==> config.mk <==
export PLATFORM = sky130hd
export DESIGN_NAME = mult_div_unit
export DESIGN_NICKNAME = d
export VERILOG_FILES = /design/src/rtl/mult_div_unit.sv
export SDC_FILE = /design/constraint.sdc
export NUM_CORES = 1
export LEC_CHECK = 0
export CAP_MARGIN = 20
export CORE_AREA = 2 2 223 269
export CTS_CLUSTER_SIZE = 8
export DETAILED_ROUTE_END_ITERATION = 8
export DIE_AREA = 0 0 225 271
export HOLD_SLACK_MARGIN = 0.1
export PLACE_DENSITY_LB_ADDON = 0.25
export SYNTH_ARGS = -nofsm -noshare
export SYNTH_HDL_FRONTEND = slang
export SYNTH_SLANG_ARGS = --single-unit
==> constraint.sdc <==
create_clock -name CLK -period 15.7 [get_ports CLK]
set_input_delay 2.355 -clock CLK [delete_from_list [all_inputs] [get_ports CLK]]
set_output_delay 2.355 -clock CLK [all_outputs]
set_load 0.05 [all_outputs]
==> src/rtl/mult_div_unit.sv <==
// mult_div_unit: iterative MIPS-style multiply/divide unit owning the
// architectural HI/LO registers.
//   CLK, RST       clock, synchronous active-low reset
//   Start, Op      begin MULT(00)/MULTU(01)/DIV(10)/DIVU(11) when idle
//   OpA, OpB       rs/rt operands, latched on Start
//   MTHI, MTLO     write WrData into HI/LO when idle
//   Cancel         abort an operation in flight, HI/LO untouched
//   HI, LO         architectural result registers
//   Busy           operation in flight
//   Done           one-cycle pulse after HI/LO take a result
// Operations take ITER (=32) cycles; all outputs are registered.
module mult_div_unit #(
    parameter int unsigned ITER = 32
) (
    input  logic        CLK,
    input  logic        RST,
    input  logic        Start,
    input  logic [1:0]  Op,
    input  logic [31:0] OpA,
    input  logic [31:0] OpB,
    input  logic        MTHI,
    input  logic        MTLO,
    input  logic [31:0] WrData,
    input  logic        Cancel,
    output logic [31:0] HI,
    output logic [31:0] LO,
    output logic        Busy,
    output logic        Done
);

    typedef enum logic {IDLE, RUN} state_t;

    localparam logic [5:0] LAST = 6'(ITER - 1);

    state_t      state_q;
    logic [5:0]  cnt_q;
    logic        is_div_q;
    logic        neg_res_q;    // product/quotient must be negated
    logic        neg_rem_q;    // remainder takes dividend's sign
    logic        div0_q;
    logic [31:0] raw_a_q;      // unmodified OpA, returned in HI on divide by zero
    logic [31:0] opb_q;        // multiplicand magnitude or divisor magnitude
    logic [31:0] acc_hi_q;     // partial product upper half / remainder
    logic [31:0] acc_lo_q;     // multiplier shift register / dividend-quotient
    logic [31:0] hi_q, lo_q;
    logic        busy_q, done_q;

    // Operand magnitudes at Start; Op[0]=0 selects the signed variants.
    logic        a_neg, b_neg;
    logic [31:0] mag_a, mag_b;

    always_comb begin
        a_neg = ~Op[0] & OpA[31];
        b_neg = ~Op[0] & OpB[31];
        mag_a = a_neg ? (~OpA + 32'd1) : OpA;
        mag_b = b_neg ? (~OpB + 32'd1) : OpB;
    end

    // One iteration step for either operation.
    logic [32:0] mul_sum;
    logic [32:0] div_shift, div_diff;
    logic [31:0] iter_hi_d, iter_lo_d;
    logic [63:0] prod, prod_fix;
    logic [31:0] quo_fix, rem_fix;
    logic [31:0] res_hi_d, res_lo_d;

    always_comb begin
        // Shift-add: conditionally add multiplicand, then shift {hi,lo} right.
        mul_sum   = {1'b0, acc_hi_q} + (acc_lo_q[0] ? {1'b0, opb_q} : 33'd0);
        // Restoring: shift next dividend bit into remainder, try subtracting.
        div_shift = {acc_hi_q, acc_lo_q[31]};
        div_diff  = div_shift - {1'b0, opb_q};
        if (is_div_q) begin
            iter_hi_d = div_diff[32] ? div_shift[31:0] : div_diff[31:0];
            iter_lo_d = {acc_lo_q[30:0], ~div_diff[32]};
        end else begin
            iter_hi_d = mul_sum[32:1];
            iter_lo_d = {mul_sum[0], acc_lo_q[31:1]};
        end

        prod     = {iter_hi_d, iter_lo_d};
        prod_fix = neg_res_q ? (~prod + 64'd1) : prod;
        quo_fix  = neg_res_q ? (~iter_lo_d + 32'd1) : iter_lo_d;
        rem_fix  = neg_rem_q ? (~iter_hi_d + 32'd1) : iter_hi_d;

        if (!is_div_q) begin
            res_hi_d = prod_fix[63:32];
            res_lo_d = prod_fix[31:0];
        end else if (div0_q) begin
            res_hi_d = raw_a_q;
            res_lo_d = '1;
        end else begin
            res_hi_d = rem_fix;
            res_lo_d = quo_fix;
        end
    end

    always_ff @(posedge CLK) begin
        if (!RST) begin
            state_q   <= IDLE;
            cnt_q     <= '0;
            is_div_q  <= 1'b0;
            neg_res_q <= 1'b0;
            neg_rem_q <= 1'b0;
            div0_q    <= 1'b0;
            raw_a_q   <= '0;
            opb_q     <= '0;
            acc_hi_q  <= '0;
            acc_lo_q  <= '0;
            hi_q      <= '0;
            lo_q      <= '0;
            busy_q    <= 1'b0;
            done_q    <= 1'b0;
        end else begin
            done_q <= 1'b0;
            case (state_q)
                IDLE: begin
                    if (Start) begin
                        state_q   <= RUN;
                        busy_q    <= 1'b1;
                        cnt_q     <= '0;
                        is_div_q  <= Op[1];
                        neg_res_q <= a_neg ^ b_neg;
                        neg_rem_q <= a_neg;
                        div0_q    <= (OpB == 32'd0);
                        raw_a_q   <= OpA;
                        acc_hi_q  <= '0;
                        acc_lo_q  <= Op[1] ? mag_a : mag_b;
                        opb_q     <= Op[1] ? mag_b : mag_a;
                    end else begin
                        if (MTHI) hi_q <= WrData;
                        if (MTLO) lo_q <= WrData;
                    end
                end
                RUN: begin
                    if (Cancel) begin
                        state_q <= IDLE;
                        busy_q  <= 1'b0;
                    end else begin
                        acc_hi_q <= iter_hi_d;
                        acc_lo_q <= iter_lo_d;
                        cnt_q    <= cnt_q + 6'd1;
                        if (cnt_q == LAST) begin
                            hi_q    <= res_hi_d;
                            lo_q    <= res_lo_d;
                            state_q <= IDLE;
                            busy_q  <= 1'b0;
                            done_q  <= 1'b1;
                        end
                    end
                end
                default: begin
                    state_q <= IDLE;
                    busy_q  <= 1'b0;
                end
            endcase
        end
    end

    assign HI   = hi_q;
    assign LO   = lo_q;
    assign Busy = busy_q;
    assign Done = done_q;

endmodule
==> qor.yml, run 1 <==
run_status:
  status: "finished clean"
cts:
  post_cts_resized: 0
  cts.clk_slew.worst_paths_ns: 0.07
  clock_latency_ns: 0.62
  clock-sinks: 205
  holdBufCountCts: 0
  ctsHtreeMaxLevel: 1
  cts_buffers: 29
  cts_root_buffer: "clkbuf_16"
  max-clock-path-buffers: 3
  cts_tree: "yes"
  post_cts_buffers: 0
logic_synthesis:
  yosysTopAreaCell: "dfxtp_1"
  yosysMostFrequentCell: "nand2_1"
  synth_top_area_frac: 0.222
  ys_types: 100
  syn_nets: 2767
  syn_inst: 2592
  synthArstFlopShare: 0
  synth-seq-cells: 205
  synth_area_leaders: "dfxtp_1 (22%), nand2_1 (7.9%), o21ai_0 (6.1%), a21oi_1 (4.8%), ha_1 (4.7%)"
  yosys_warnings: 0
  synth-main-ff-cell: "dfxtp_1"
  synth_area_per_cell_um2: 7.14
  synth_edf_count: 0
  syn_area_mm2: 0.0185
  seq_area_frac_synth: 0.222
  ys_top_cells_by_count: "nand2_1 (389), o21ai_0 (227), dfxtp_1 (205)"
global_route:
  grtUsageTotal: 0.294
  grt_pass1_vias: 19700
  antenna_found_initial: 1
  grt_overflow: 0
  grt_max_degree: 88
  grt_pass1_wl_um: 133000
place:
  place_ws_ns: 9.33
  place.gp.congestion: 1.03
  place_area_mm2: 0.0207
  io_buffers: 169
  dp_hpwl_um: 72000
power:
  finalPower_uw: 1790
  power_density_mw_per_mm2: 83.5
  p_leak_uw: 0.00802
  ir_drop_uv: 87.8
sta:
  slew_violations: 0
  fmax_ghz: 0.153
  rsz0062_at_grt: "false"
  slew_headroom: 0.227
  finalSetupViolCount: 0
  hold_viol_final: 0
  tightestPinTransition_ns: 1.15
  post-route-period-util: 0.416
  fin_skew_ns: 0.0507
  fin_ws_ns: 9.17
  setup_tns_ns: 0
  min_period_ns: 6.53
final_layout:
  final_util: 0.369
  drive_gt1_frac: 0.0505
  area_growth_syn_to_layout_pct: 16.0
  stdcell_area_mm2: 0.0215
  final_net_count: 2824
die:
  die_w_um: 225
  row_count: 97
  start_util: 0.318
  io_pins: 170
  die_h_um: 271
  core_area_mm2: 0.0581
  die-area_mm2: 0.0610
critical_path:
  worst-setup-path-type: "reg -> reg"
  r2r_slack_ns: 9.17
  start_kind: "register"
  cp.required_ns: 16.20
  worst_setup_path_end_kind: "register"
  arrival_ns: 7.03
  path_max_fanout: 10
detailed_routing:
  wire_per_inst_um: 27.2
  wirelength_um: 92400
  viasPerCell: 6.07
  postRouteAntennaNets: 0
  drc: 0
  dr.pass1.iters: 6
  drt_iter0_drc: 2264
  vias: 20600
min_path:
  hp-class: "reg -> reg"
job:
  max_cap_violations: 0
## logic make-up (layout without fill, tap and decap cells)
group | after synthesis | in the layout | synth area share
AO/OA/AOI/OAI | 881 | 881 | 0.318
XOR/XNOR | 179 | 179 | 0.0847
adder cells (fa/ha/maj) | 71 | 71 | 0.0488
AND/OR/NAND/NOR | 941 | 941 | 0.239
flip-flops | 205 | 205 | 0.222
other | 0 | 1 | 0
multiplexers | 64 | 64 | 0.0351
buffers and inverters | 251 | 310 | 0.0529
## metal layers
| layer | part of all wire | GRT usage | up-vias |
|---|---|---|---|
| met5 | 0.000097 | 0 | - |
| met4 | 0.081 | 0.209 | 2 |
| met3 | 0.060 | 0.0364 | 269 |
| met2 | 0.47 | 0.496 | 968 |
| met1 | 0.39 | 0.343 | 9885 |
| li1 | - | - | 9486 |
## layout make-up
cell class / instances / area, um^2
clock inverter: 1 / 20.0
inverter: 74 / 278
antenna: 1 / 2.50
timing repair buffer: 203 / 1940
multi-input combinational: 2136 / 13500
fill: 6190 / 36700
tap: 742 / 928
clock buffer: 32 / 737
sequential: 205 / 4110
## layout by cell type (no fill, tap or decap), drive strengths merged, types with 21 or more instances in the layout
cell / n
mux2i: 56
nand3: 48
nand2b: 21
xnor2: 96
nor2: 187
o21a: 21
a21oi: 180
and3: 26
a22o: 27
a21boi: 64
nor2b: 33
nor3: 61
clkdlybuf4s50: 167
nand2: 390
a31oi: 53
xor2: 83
o211ai: 50
inv: 74
o31ai: 32
ha: 69
buf: 36
and2: 59
a211oi: 29
dfxtp: 205
a21o: 31
o21ai: 235
or3: 28
clkbuf: 32
## per-stage QoR
step,cells,hold slack [ns]
after floorplan,2592,0.438
after global placement,3359,0.454
after detailed placement,3360,0.461
after CTS,3393,0.468
after global routing,3393,0.486
final,3394,0.469
## worst paths after layout
path / startpoint / to / depth (start not counted)
min reg2reg: raw_a_q[23] / raw_a_q[23] / 2
max reg2reg: acc_lo_q[31] / HI[26] / 23
min: raw_a_q[23] / raw_a_q[23] / 2
max: acc_lo_q[31] / HI[26] / 23
## power by group
group / total, uW / leakage [uW] / switching [uW] / internal (uW)
registers: 588 / 0.00168 / 36.2 / 552
logic: 614 / 0.00597 / 416 / 198
clock network: 589 / 0.000371 / 263 / 326
## critical path, stage by stage (launching register included)
cell,delay (ns)
dfxtp_1,0.32
inv_1,0.13
ha_1,0.18
inv_1,0.05
fa_1,0.43
a211oi_1,0.38
o211ai_1,0.21
a21oi_2,0.25
o221a_1,0.51
a21o_1,0.35
nand2_1,0.21
a21oi_1,0.22
ha_1,0.20
o21ai_1,0.10
or4_1,0.60
or4_1,0.54
or2_1,0.29
inv_1,0.13
and2_1,0.29
nand3_1,0.20
nor4_1,0.23
mux2_2,0.38
o22ai_1,0.15
o31ai_1,0.09
## registers in the layout, indices dropped and copies added (netlist names)
register and count:
neg_rem_q 1, HI 32, neg_res_q 1, is_div_q 1
acc_lo_q 32, div0_q 1, Done 1, Busy 1
state_q 1, opb_q 32, LO 32, cnt_q 6
acc_hi_q 32, raw_a_q 32
Power figures use the tool's default switching activity.
==> run 2, diff against run 1 <==
==> constraint.sdc (replaced) <==
create_clock -name CLK -period 6.5 [get_ports CLK]
set_input_delay 0.975 -clock CLK [delete_from_list [all_inputs] [get_ports CLK]]
set_output_delay 0.975 -clock CLK [all_outputs]
set_load 0.05 [all_outputs]
==> qor.yml, run 2 (synthesis results as in run 1) <==
run_status:
  status: "finished clean"  # unchanged
detailed_routing:
  vias: 20700  # was 20600
  dr.pass1.iters: 5  # was 6
  wire_per_inst_um: 27.2  # about the same
  viasPerCell: 6.01  # was 6.07
  drt_iter0_drc: 1941  # was 2264
  wirelength_um: 93500  # was 92400 um
  postRouteAntennaNets: 0  # unchanged
  drc: 0  # unchanged
place:
  place_area_mm2: 0.0210  # was 0.0207 mm^2
  place.gp.congestion: 1.00  # was 1.03
  dp_hpwl_um: 73600  # was 72000 um
  io_buffers: 169  # unchanged
critical_path:
  worst-setup-path-type: "reg -> reg"  # unchanged
  arrival_ns: 6.52  # was 7.03 ns
  path_max_fanout: 12  # was 10
  r2r_end: "HI[26]"  # unchanged
  r2r_slack_ns: 0.44  # was 9.17 ns
  start_kind: "register"  # unchanged
  timing.rr.start: "acc_hi_q[24]"  # was acc_lo_q[31]
  r2r_cells: 20  # was 23
  worst_setup_path_end_kind: "register"  # unchanged
  cp.required_ns: 6.96  # was 16.20 ns
die:
  io_pins: 170  # unchanged
  core_area_mm2: 0.0581  # unchanged
  row_count: 97  # unchanged
  die-area_mm2: 0.0610  # unchanged
  die_w_um: 225  # unchanged
  start_util: 0.318  # unchanged
  die_h_um: 271  # unchanged
global_route:
  use_met3: 0.0294  # was 0.0364
  top_usage_layer: "met2"  # unchanged
  grt_overflow: 0  # unchanged
  grt_max_degree: 88  # unchanged
  antenna_found_initial: 2  # was 1
  grtUsageTotal: 0.297  # was 0.294
  grt_pass1_wl_um: 134000  # was 133000 um
  grtUsageMet2: 0.503  # was 0.496
  grt_use_met1: 0.350  # was 0.343
  grt_pass1_vias: 19800  # was 19700
cts:
  post_cts_resized: 0  # unchanged
  cts.clk_slew.worst_paths_ns: 0.06  # was 0.07 ns
  cts_root_buffer: "clkbuf_16"  # unchanged
  cts_buffers: 30  # was 29
  ctsHtreeMaxLevel: 1  # unchanged
  clock-sinks: 205  # unchanged
  max-clock-path-buffers: 3  # unchanged
  cts_tree: "yes"  # unchanged
  clock_latency_ns: 0.58  # was 0.62 ns
  holdBufCountCts: 0  # unchanged
  post_cts_buffers: 0  # unchanged
power:
  p_leak_uw: 0.00826  # was 0.00802 uW
  power_density_mw_per_mm2: 203  # was 83.5 mW/mm^2
  finalPower_uw: 4440  # was 1790 uW
  ir_drop_uv: 160  # was 87.8 uV
final_layout:
  fillers: 6165  # was 6190
  ff_latch_area_mm2: 0.00411  # unchanged
  drive_gt1_frac: 0.0657  # was 0.0505
  area_growth_syn_to_layout_pct: 18.0  # was 16.0%
  final_common_cell: "nand2_1"  # unchanged
  multi_input_area_mm2: 0.0135  # unchanged
  stdcell_area_mm2: 0.0218  # was 0.0215 mm^2
  final_net_count: 2862  # was 2824
  final_cell_mix: "nand2_1 (388), o21ai_0 (227), dfxtp_1 (202)"  # unchanged
sta:
  rsz0062_at_grt: "false"  # unchanged
  setup_tns_ns: 0  # unchanged
  tightestPinTransition_ns: 1.18  # was 1.15 ns
  hold_viol_final: 0  # unchanged
  post-route-period-util: 0.932  # was 0.416
  fmax_ghz: 0.165  # was 0.153 GHz
  min_period_ns: 6.06  # was 6.53 ns
  fin_skew_ns: 0.0183  # was 0.0507 ns
  finalSetupViolCount: 0  # unchanged
  slew_violations: 0  # unchanged
  slew_headroom: 0.213  # was 0.227
min_path:
  min-delay-start: "raw_a_q[19]"  # was raw_a_q[23]
  min_to: "raw_a_q[19]"  # was raw_a_q[23]
  hold_depth: 2  # unchanged
  hp-class: "reg -> reg"  # unchanged
job:
  max_cap_violations: 0  # unchanged
## run 2: cell type report
cell class / count / area share
multi-input cells: 2136 / 0.616
well taps: 742 / 0.0425
repair buffers: 240 / 0.102
flip-flops and latches: 205 / 0.188
clock buffers: 39 / 0.0387
inverters: 74 / 0.0127
diodes: 1 / 0.000115
## run 2: routing by layer
layer,vias to the layer above,part of all wire
met5,-,0.00013
met4,2,0.081
met3,228,0.056
met2,880,0.47
met1,9989,0.39
li1,9559,-
## run 2: worst max-delay path by stage
stage                 start     end  slack (ns)
2_1_floorplan  acc_lo_q[31]  HI[26]        1.25
6_report       acc_hi_q[24]  HI[26]        0.44
4_1_cts        acc_hi_q[24]  HI[26]        0.53
3_5_place_dp   acc_hi_q[24]  HI[26]        0.55
3_3_place_gp   acc_lo_q[31]  HI[26]        0.60
5_1_grt        acc_hi_q[24]  HI[26]        0.02
## run 2: through the flow
stage          hold slack, ns   util  std cells  worst slack [ns]
6_report                0.467  0.376       3437             0.445
3_5_place_dp            0.462  0.361       3396             0.547
4_1_cts                 0.470  0.376       3435             0.532
2_1_floorplan           0.438      -       2592              1.25
3_3_place_gp            0.457  0.361       3396             0.601
5_1_grt                 0.501  0.376       3436            0.0195
## run 2: worst max-delay path, stage by stage (launching register included)
cell      delay, ns
dfxtp_1        0.38
ha_1           0.53
nand4_1        0.21
nor3_1         0.40
nand2_1        0.20
o221ai_4       0.36
or3_1          0.30
nand2_1        0.22
a21oi_1        0.22
ha_1           0.20
o21ai_1        0.10
or4_1          0.62
or4_1          0.55
or2_1          0.29
inv_1          0.13
and2_1         0.20
nand3_1        0.19
nor4_1         0.25
mux2_2         0.36
o22ai_1        0.13
o31ai_1        0.08
## run 2: power breakdown
| group | total, uW | leakage, uW | internal (uW) | switching (uW) |
|---|---|---|---|---|
| Combinational | 1510 | 0.00616 | 496 | 1010 |
| Sequential | 1420 | 0.00168 | 1330 | 87.9 |
| Clock | 1510 | 0.000416 | 883 | 627 |
| Total | 4440 | 0.00826 | 2710 | 1730 |
